File: src/rtl/lfsr_prng_gen.sv
// ---------------------------------------------------------------------------
// lfsr_prng_gen
//
// Two-layer pseudo-random word generator. A wide "up" Fibonacci LFSR and a
// narrow "down" Fibonacci LFSR, each with a programmable feedback mask, are
// combined by XOR-ing their low OUT_BITS bits. After reset or a runtime seed
// load the generator discards WARMUP steps (WARM state) and then offers one
// word at a time over a valid/ready handshake (RUN state). A word is consumed
// only on a cycle where prng_valid & prng_ready; otherwise the state holds.
//
// Ports:
//   clk          in   1          single clock, rising edge
//   rst          in   1          synchronous active-high reset
//   seed_up      in   UP_BITS    up LFSR seed, sampled with seed_load
//   seed_down    in   DOWN_BITS  down LFSR seed, sampled with seed_load
//   seed_load    in   1          one-cycle seed load request
//   prng_data    out  OUT_BITS   up[OUT_BITS-1:0] ^ down[OUT_BITS-1:0]
//   prng_valid   out  1          prng_data is consumable (RUN)
//   prng_ready   in   1          consumer accepts prng_data
//   warm_busy    out  1          high while discarding warm-up steps
//   period_wrap  out  1          only with LFSR_PERIOD_DET_EN: one-cycle
//                                pulse when a RUN step returns the up LFSR
//                                to the state it held on entering RUN
//
// Optional feature macro: LFSR_PERIOD_DET_EN (period-wrap detector).
// ---------------------------------------------------------------------------
module lfsr_prng_gen #(
  parameter int unsigned              UP_BITS   = 16,
  parameter int unsigned              DOWN_BITS = 8,
  parameter int unsigned              OUT_BITS  = 8,
  parameter logic [UP_BITS-1:0]       UP_TAPS   = 16'hB400,
  parameter logic [DOWN_BITS-1:0]     DOWN_TAPS = 8'hB8,
  parameter logic [UP_BITS-1:0]       UP_INIT   = 16'h00FF,
  parameter logic [DOWN_BITS-1:0]     DOWN_INIT = 8'h0F,
  parameter int unsigned              WARMUP    = 32
) (
  input  logic                 clk,
  input  logic                 rst,
  input  logic [UP_BITS-1:0]   seed_up,
  input  logic [DOWN_BITS-1:0] seed_down,
  input  logic                 seed_load,
  output logic [OUT_BITS-1:0]  prng_data,
  output logic                 prng_valid,
  input  logic                 prng_ready,
  output logic                 warm_busy
`ifdef LFSR_PERIOD_DET_EN
  ,
  output logic                 period_wrap
`endif
);

  // -------------------------------------------------------------------------
  // Elaboration-time parameter checks
  // -------------------------------------------------------------------------
  generate
    if (UP_BITS < 4 || UP_BITS > 32) begin : g_err_up_bits
      $error("lfsr_prng_gen: UP_BITS must be in 4..32");
    end
    if (DOWN_BITS < 4 || DOWN_BITS > UP_BITS) begin : g_err_down_bits
      $error("lfsr_prng_gen: DOWN_BITS must be in 4..UP_BITS");
    end
    if (OUT_BITS < 1 || OUT_BITS > DOWN_BITS) begin : g_err_out_bits
      $error("lfsr_prng_gen: OUT_BITS must be in 1..DOWN_BITS");
    end
    if (WARMUP > 255) begin : g_err_warmup
      $error("lfsr_prng_gen: WARMUP must be in 0..255");
    end
  endgenerate

  // -------------------------------------------------------------------------
  // State
  // -------------------------------------------------------------------------
  typedef enum logic [0:0] {
    ST_WARM = 1'b0,
    ST_RUN  = 1'b1
  } state_t;

  // With no warm-up the generator is usable straight out of reset/load.
  localparam state_t     START_STATE = (WARMUP == 0) ? ST_RUN : ST_WARM;
  // Counter value on which the final warm-up step is taken.
  localparam logic [7:0] WARM_LAST   = (WARMUP == 0) ? 8'd0 : 8'(WARMUP - 1);

  state_t                state_q, state_d;
  logic [7:0]            cnt_q, cnt_d;
  logic [UP_BITS-1:0]    up_q, up_d;
  logic [DOWN_BITS-1:0]  down_q, down_d;

  // -------------------------------------------------------------------------
  // LFSR step functions and seed substitution
  // -------------------------------------------------------------------------
  logic                  up_fb, down_fb;
  logic [UP_BITS-1:0]    up_step;
  logic [DOWN_BITS-1:0]  down_step;
  logic [UP_BITS-1:0]    up_seeded;
  logic [DOWN_BITS-1:0]  down_seeded;

  always_comb begin
    up_fb     = ^(up_q & UP_TAPS);
    down_fb   = ^(down_q & DOWN_TAPS);
    up_step   = {up_q[UP_BITS-2:0], up_fb};
    down_step = {down_q[DOWN_BITS-2:0], down_fb};
    // An all-zero seed would lock the LFSR, so the init value replaces it.
    up_seeded   = (seed_up == '0) ? UP_INIT : seed_up;
    down_seeded = (seed_down == '0) ? DOWN_INIT : seed_down;
  end

  // -------------------------------------------------------------------------
  // Next-state logic. seed_load wins over any step; a handshake on the same
  // cycle as a load is therefore not a transfer.
  // -------------------------------------------------------------------------
  always_comb begin
    state_d = state_q;
    cnt_d   = cnt_q;
    up_d    = up_q;
    down_d  = down_q;

    if (seed_load) begin
      up_d    = up_seeded;
      down_d  = down_seeded;
      cnt_d   = '0;
      state_d = START_STATE;
    end else begin
      case (state_q)
        ST_WARM: begin
          up_d   = up_step;
          down_d = down_step;
          cnt_d  = cnt_q + 8'd1;
          if (cnt_q == WARM_LAST) begin
            state_d = ST_RUN;
          end
        end
        ST_RUN: begin
          if (prng_ready) begin
            up_d   = up_step;
            down_d = down_step;
          end
        end
        default: begin
          state_d = START_STATE;
        end
      endcase
    end
  end

  always_ff @(posedge clk) begin
    if (rst) begin
      state_q <= START_STATE;
      cnt_q   <= '0;
      up_q    <= UP_INIT;
      down_q  <= DOWN_INIT;
    end else begin
      state_q <= state_d;
      cnt_q   <= cnt_d;
      up_q    <= up_d;
      down_q  <= down_d;
    end
  end

  // -------------------------------------------------------------------------
  // Outputs, all decoded directly from registers
  // -------------------------------------------------------------------------
  generate
    for (genvar gi = 0; gi < int'(OUT_BITS); gi++) begin : g_out_xor
      assign prng_data[gi] = up_q[gi] ^ down_q[gi];
    end
  endgenerate

  assign prng_valid = (state_q == ST_RUN);
  assign warm_busy  = (state_q == ST_WARM);

`ifdef LFSR_PERIOD_DET_EN
  // -------------------------------------------------------------------------
  // Period-wrap detector. start_q holds the up state present when RUN was
  // entered; a RUN step that lands back on it closes one full period.
  // -------------------------------------------------------------------------
  logic [UP_BITS-1:0] start_q, start_d;
  logic               wrap_q, wrap_d;
  logic               run_step, warm_done;

  always_comb begin
    run_step  = !seed_load && (state_q == ST_RUN) && prng_ready;
    warm_done = !seed_load && (state_q == ST_WARM) && (cnt_q == WARM_LAST);
    start_d   = start_q;
    wrap_d    = 1'b0;
    if (seed_load) begin
      // Without warm-up the loaded value is already the RUN entry state.
      if (WARMUP == 0) begin
        start_d = up_seeded;
      end
    end else if (warm_done) begin
      start_d = up_step;
    end else if (run_step && (up_step == start_q)) begin
      wrap_d = 1'b1;
    end
  end

  always_ff @(posedge clk) begin
    if (rst) begin
      start_q <= (WARMUP == 0) ? UP_INIT : '0;
      wrap_q  <= 1'b0;
    end else begin
      start_q <= start_d;
      wrap_q  <= wrap_d;
    end
  end

  assign period_wrap = wrap_q;
`endif

endmodule

File: config.mk
export PLATFORM = sky130hd
export DESIGN_NAME = lfsr_prng_gen
export DESIGN_NICKNAME = d
export VERILOG_FILES = /design/src/rtl/lfsr_prng_gen.sv
export SDC_FILE = /design/constraint.sdc
export NUM_CORES = 1
export LEC_CHECK = 0
export ABC_AREA = 1
export BUFFER_PORTS_ARGS = -buffer_cell sky130_fd_sc_hd__buf_2
export CORE_ASPECT_RATIO = 0.7
export CORE_MARGIN = 4
export CORE_UTILIZATION = 40
export CTS_CLUSTER_DIAMETER = 50
export DETAILED_ROUTE_END_ITERATION = 8
export PLACE_DENSITY_LB_ADDON = 0.05
export SETUP_SLACK_MARGIN = 0.5
export SYNTH_ARGS = -nofsm -noshare
export SYNTH_HDL_FRONTEND = slang
export SYNTH_SLANG_ARGS = --single-unit
export TNS_END_PERCENT = 100
File: constraint.sdc
create_clock -name clk -period 1.3 [get_ports clk]
set_input_delay 0.13 -clock clk [delete_from_list [all_inputs] [get_ports clk]]
set_output_delay 0.13 -clock clk [all_outputs]
set_load 0.02 [all_outputs]
After elaboration in Yosys (flattened, before gate mapping):

Cells that the tools add are included.

* bits in registers: 33
* bits in latches: 0
* memory bits (writable): 0
* memory bits (read-only): 0
* bits of input ports: 28
* output and inout bits: 10
* word-level logic and storage cells: 31
* memories: 0

* add/sub/neg operators: 1
* multiply operators: 0
* div/mod/pow operators: 0
* magnitude comparators: 0
* eq/ne operators: 2
* shift operators: 0
* mux-type cells: 10
* bitwise operators: 9
* reductions and logical operators: 5

Operators by type and width (number)
* 16-bit 2-to-1 mux: 3
* 16-bit case mux with 2 select lines: 1
* 8-bit 2-to-1 mux: 3
* 16-bit zero test: 1
* 8-bit case mux with 2 select lines: 1
* 16-bit parity: 1
* 8-bit by 1-bit adder with 8-bit output, second input constant: 1
* 8-bit by 5-bit equality test with 1-bit output, second input constant: 1
* 8-bit zero test: 1
* 8-bit parity: 1
* 1-bit XOR: 8
* 3-bit != test, second input constant: 1
* 1-bit 2-to-1 mux: 2
* 2-bit OR reduction: 1
* 1-bit NOT: 1

Longest topological paths before layout:

* depth in word-level cells: 4
* mapped depth: 8
* gate-level depth less buffers: 8

Worst setup path before layout:

No wires, ideal clock.

* kind: register -> register
* start: register state_q (netlist: prng_valid)
* end: register up_q[12]
* library setup time: 119 ps
* arrival: 1223 ps
* required time: 1181 ps
* slack: -42 ps
* stages on the path, launching flop included: 7
* buffers on the path: 1
* period minus slack after synthesis: 1342 ps
* path through: dfxtp_1 > inv_2 > nor2_8 > nand2_4 > buf_4 > o21ai_0 > nor3_1

* word-level cells in the longest chain between the ends: 3
* elaborated cells on any way between the ends: 4
* classes of those cells: 1 x eq/ne; 2 x mux; 1 x bitwise

Ends and longest elaborated chain
* from (decl): line 83 `state_t state_q, state_d;`
* from (signal assigned): line 152 `state_q <= state_d;`
* 1-bit NOT
* named net warm_busy: line 45 `output logic warm_busy`
* 16-bit case mux with 2 select lines: line 123 `case (state_q)`
* 16-bit 2-to-1 mux: line 117 `if (seed_load) begin`
* to (signal assigned): line 154 `up_q <= up_d;`
* to (decl): line 85 `logic [UP_BITS-1:0] up_q, up_d;`

The timed path passes the listed nets, and every way through them passes these cells.
A chain may end at the register's enable or synchronous reset.

Final worst setup path:

* start: register state_q (netlist: prng_valid)
* end: register up_q[7]

* word-level cells in the longest chain between the ends: 3
* elaborated cells on any way between the ends: 4
* classes of those cells: 1 x eq/ne; 2 x mux; 1 x bitwise

Ends and longest elaborated chain (line)
* 1-bit NOT
* 16-bit case mux with 2 select lines: 123
* 16-bit 2-to-1 mux: 117

Several ways; a longest one is shown, not always the timed one.

==> results.sh <==
export IMPL_status="completed"
export IMPL_min_delay_path_depth=3
export IMPL_root_buffer="clkbuf_8"
export IMPL_crit_slowest_cell="dfxtp_4"
export IMPL_antenna_left=0
export IMPL_vias=1975
export IMPL_grt_pass1_vias=1798
export IMPL_die_height_um=64.1
export IMPL_multi_input_area_um2=1240
export IMPL_drtPass1Iterations=4
export IMPL_rows=20
export IMPL_peakVddDrop_v=0.000483
export IMPL_dr_first_iter_drc_count=74
export IMPL_worst_skew_pair_late_latency_ns=0.28
export IMPL_final_hold_violation_count=0
export IMPL_core_um2=4330
export IMPL_worstPathMaxFanout=8
export IMPL_num_fill_cells=380
export IMPL_maxSlewHeadroom=0.785
export IMPL_io_pins=38
export IMPL_ys_seq_area_frac=0.367
export IMPL_grt_total_usage=0.187
export IMPL_setup_viol=0
export IMPL_finalNetCount=373
export IMPL_fin_area_um2=2800
export IMPL_routed_wl_um=5520
export IMPL_antennaDiodeCount=0
export IMPL_async_reset_ff_frac=0
export IMPL_clock_sinks=33
export IMPL_cellPowerDensity_nw_per_um2=888
export IMPL_switchingPower_uw=730
export IMPL_syn_area_um2=1800
export IMPL_crit_arrival_ns=1.36
export IMPL_regArea_um2=714
export IMPL_synth_top_area_frac=0.367
export IMPL_yosys_warnings=0
export IMPL_htree_levels=2
export IMPL_reg2reg_setup_slack_ns=0.11
export IMPL_cts_tree="yes"
export IMPL_start_util=0.416
export IMPL_rsz0062_at_grt="yes"
export IMPL_drive_gt1_frac=0.471
export IMPL_seqPwrFrac=0.450
export IMPL_critical_path_required_ns=1.47
export IMPL_r2r_cells=6
export IMPL_drv_slew=0
export IMPL_clockBufferDepth=2
export IMPL_cap_violations=0
export IMPL_final_cell_mix="nand2_1 (62), nor2_1 (31), buf_4 (29)"
export IMPL_crit_chain="inv_8 -> nor2_8 -> nor2_4 -> buf_12 -> a21oi_2 -> nand2_1"
export IMPL_grt_pass1_wl_um=8240
export IMPL_die_x_um=88.2
export IMPL_period_minus_slack_ns=1.19
export IMPL_ys_ff_latch=33
export IMPL_placed_cell_area_um2=2100
export IMPL_pwr_share_comb=0.231
export IMPL_p_leak_uw=0.00126
export IMPL_grt_overflow_total=0
export IMPL_syn_nets=300
export IMPL_design_die_area_um2=5650
export IMPL_worstReg2RegEnd="up_q[7]"
export IMPL_synth_largest_area_cell="dfxtp_1"
export IMPL_reg2reg_from="prng_valid"
export IMPL_dpl_hpwl_um=3280
export IMPL_crit_type="flop to flop"
export IMPL_ys_flop_type="dfxtp_1"
export IMPL_cp_slowest_stage_delay_ns=0.39
export IMPL_endpoint_kind="flop"
export IMPL_yosys_top_cells_area="dfxtp_1 (37%), nand2_1 (16%), nor2_1 (7.7%)"
export IMPL_hold_path_class="primary input to flop"
export IMPL_fin_worst_skew_ns=0.00341
export IMPL_layout_commonest_cell="nand2_1"
export IMPL_synth_cell_types=26
export IMPL_post_synth_cell_area_avg_um2=6.64
export IMPL_pwr_share_clk=0.319
export IMPL_start_kind="flop"
export IMPL_synth_edf_count=0
export IMPL_min_to="down_q[3]"
export IMPL_switching_share=0.294
export IMPL_viasPerCell=4.95
export IMPL_clk_pin_slew_ns=0.07
export IMPL_intPower_uw=1760
export IMPL_area_delta_synth_final_pct=55.5
export IMPL_drc=0
export IMPL_fmax_ghz=0.842
export IMPL_min_delay_start="seed_down[3]"
export IMPL_antenna_found_initial=0
export IMPL_numCtsBuffers=5
export IMPL_port_buffers=37
export IMPL_worst_pin_slew_ns=0.322
export IMPL_synthCells=271
export IMPL_wl_per_cell_um=13.8
export IMPL_grt_max_degree=17
export IMPL_fin_crit_sh=0.914
export IMPL_gp_congestion=0.802
export IMPL_finish_utilization=0.646
-- area by class of cell --
class                      count  area share
multi-input combinational    204       0.442
clock buffer                   7      0.0309
sequential                    33       0.255
tap                           55      0.0246
inverter                      27      0.0443
timing repair inverter         1     0.00581
timing repair buffer          72       0.197
-- synth_stat cells, types with 2 or more instances --
master     n
buf_4      2
clkbuf_1   2
a31oi_2    4
inv_1     24
inv_2      2
nand2_1   75
nand3_1   17
nor3_1    11
nor2_1    37
a21oi_1   24
dfxtp_1   33
xor2_1     8
o21ai_0   16
nand2_2    4
-- layer usage --
layer	global-route usage	vias to the layer above	wire [um]
li1	-	1010	-
met1	0.272	912	2730
met2	0.269	44	2480
met3	0.0412	9	232
met4	0.0660	0	77
met5	0	-	0
-- how the worst max path moves through the flow --
stage,startpoint,endpoint,cells after the start
detailed placement,prng_valid,down_q[4],5
CTS,down_q[7],prng_data[7],2
floorplan,prng_valid,down_q[5],7
global placement,prng_valid,down_q[6],5
finish,prng_valid,up_q[7],6
global route,prng_valid,up_q[7],6
-- power by group through the flow --
stage               Combinational [uW]  Sequential, uW  Clock [uW]
floorplan                          258            1140           0
global placement                   381            1150           0
detailed placement                 381            1150           0
CTS                                504            1110         798
global route                       627            1120         860
finish                             573            1120         793
-- kinds of logic (layout without fill, tap and decap cells) --
kind of cell / Yosys count / after routing / share of synthesized area
compound gates: 45 / 45 / 0.143
xor+xnor: 8 / 8 / 0.0389
simple gates: 149 / 150 / 0.354
fa+ha+maj: 1 / 1 / 0.00695
buf+inv: 35 / 107 / 0.0897
flops: 33 / 33 / 0.367
-- worst max-delay path, delay by kind of cell (launching register included) --
kind / cells / cell delay (ns)
DFF: 1 / 0.39
and+or+nand+nor: 3 / 0.34
buffers and inverters: 2 / 0.22
AOI/OAI and AO/OA: 1 / 0.13
-- state kept, by name (all words and copies together) (netlist names) --
| name | count |
|---|---|
| up_q | 16 |
| cnt_q | 8 |
| down_q | 8 |
| prng_valid | 1 |
-- per-stage QoR --
step / hold slack [ns] / worst slack [ns] / setup TNS (ns) / total power, uW / cells
after global routing: 0.136 / 0.0678 / 0 / 2610 / 399
after global placement: 0.395 / -0.0291 / -0.0986 / 1530 / 360
after detailed placement: 0.390 / -0.0716 / -0.166 / 1530 / 360
after floorplan: 0.278 / 0.178 / 0 / 1390 / 271
after CTS: 0.100 / 0.199 / 0 / 2410 / 389
final: 0.117 / 0.112 / 0 / 2480 / 399
-- what timing repair did --
action | 4_1_cts | 5_1_grt
pin swaps | 20 | 18
hold buffers | 0 | 0
setup endpoints to repair | 42 | 43
gates resized for setup | 71 | 42
cloned | 1 | 1
buffers inserted | 21 | 9
(Power assumes the default switching activity.)
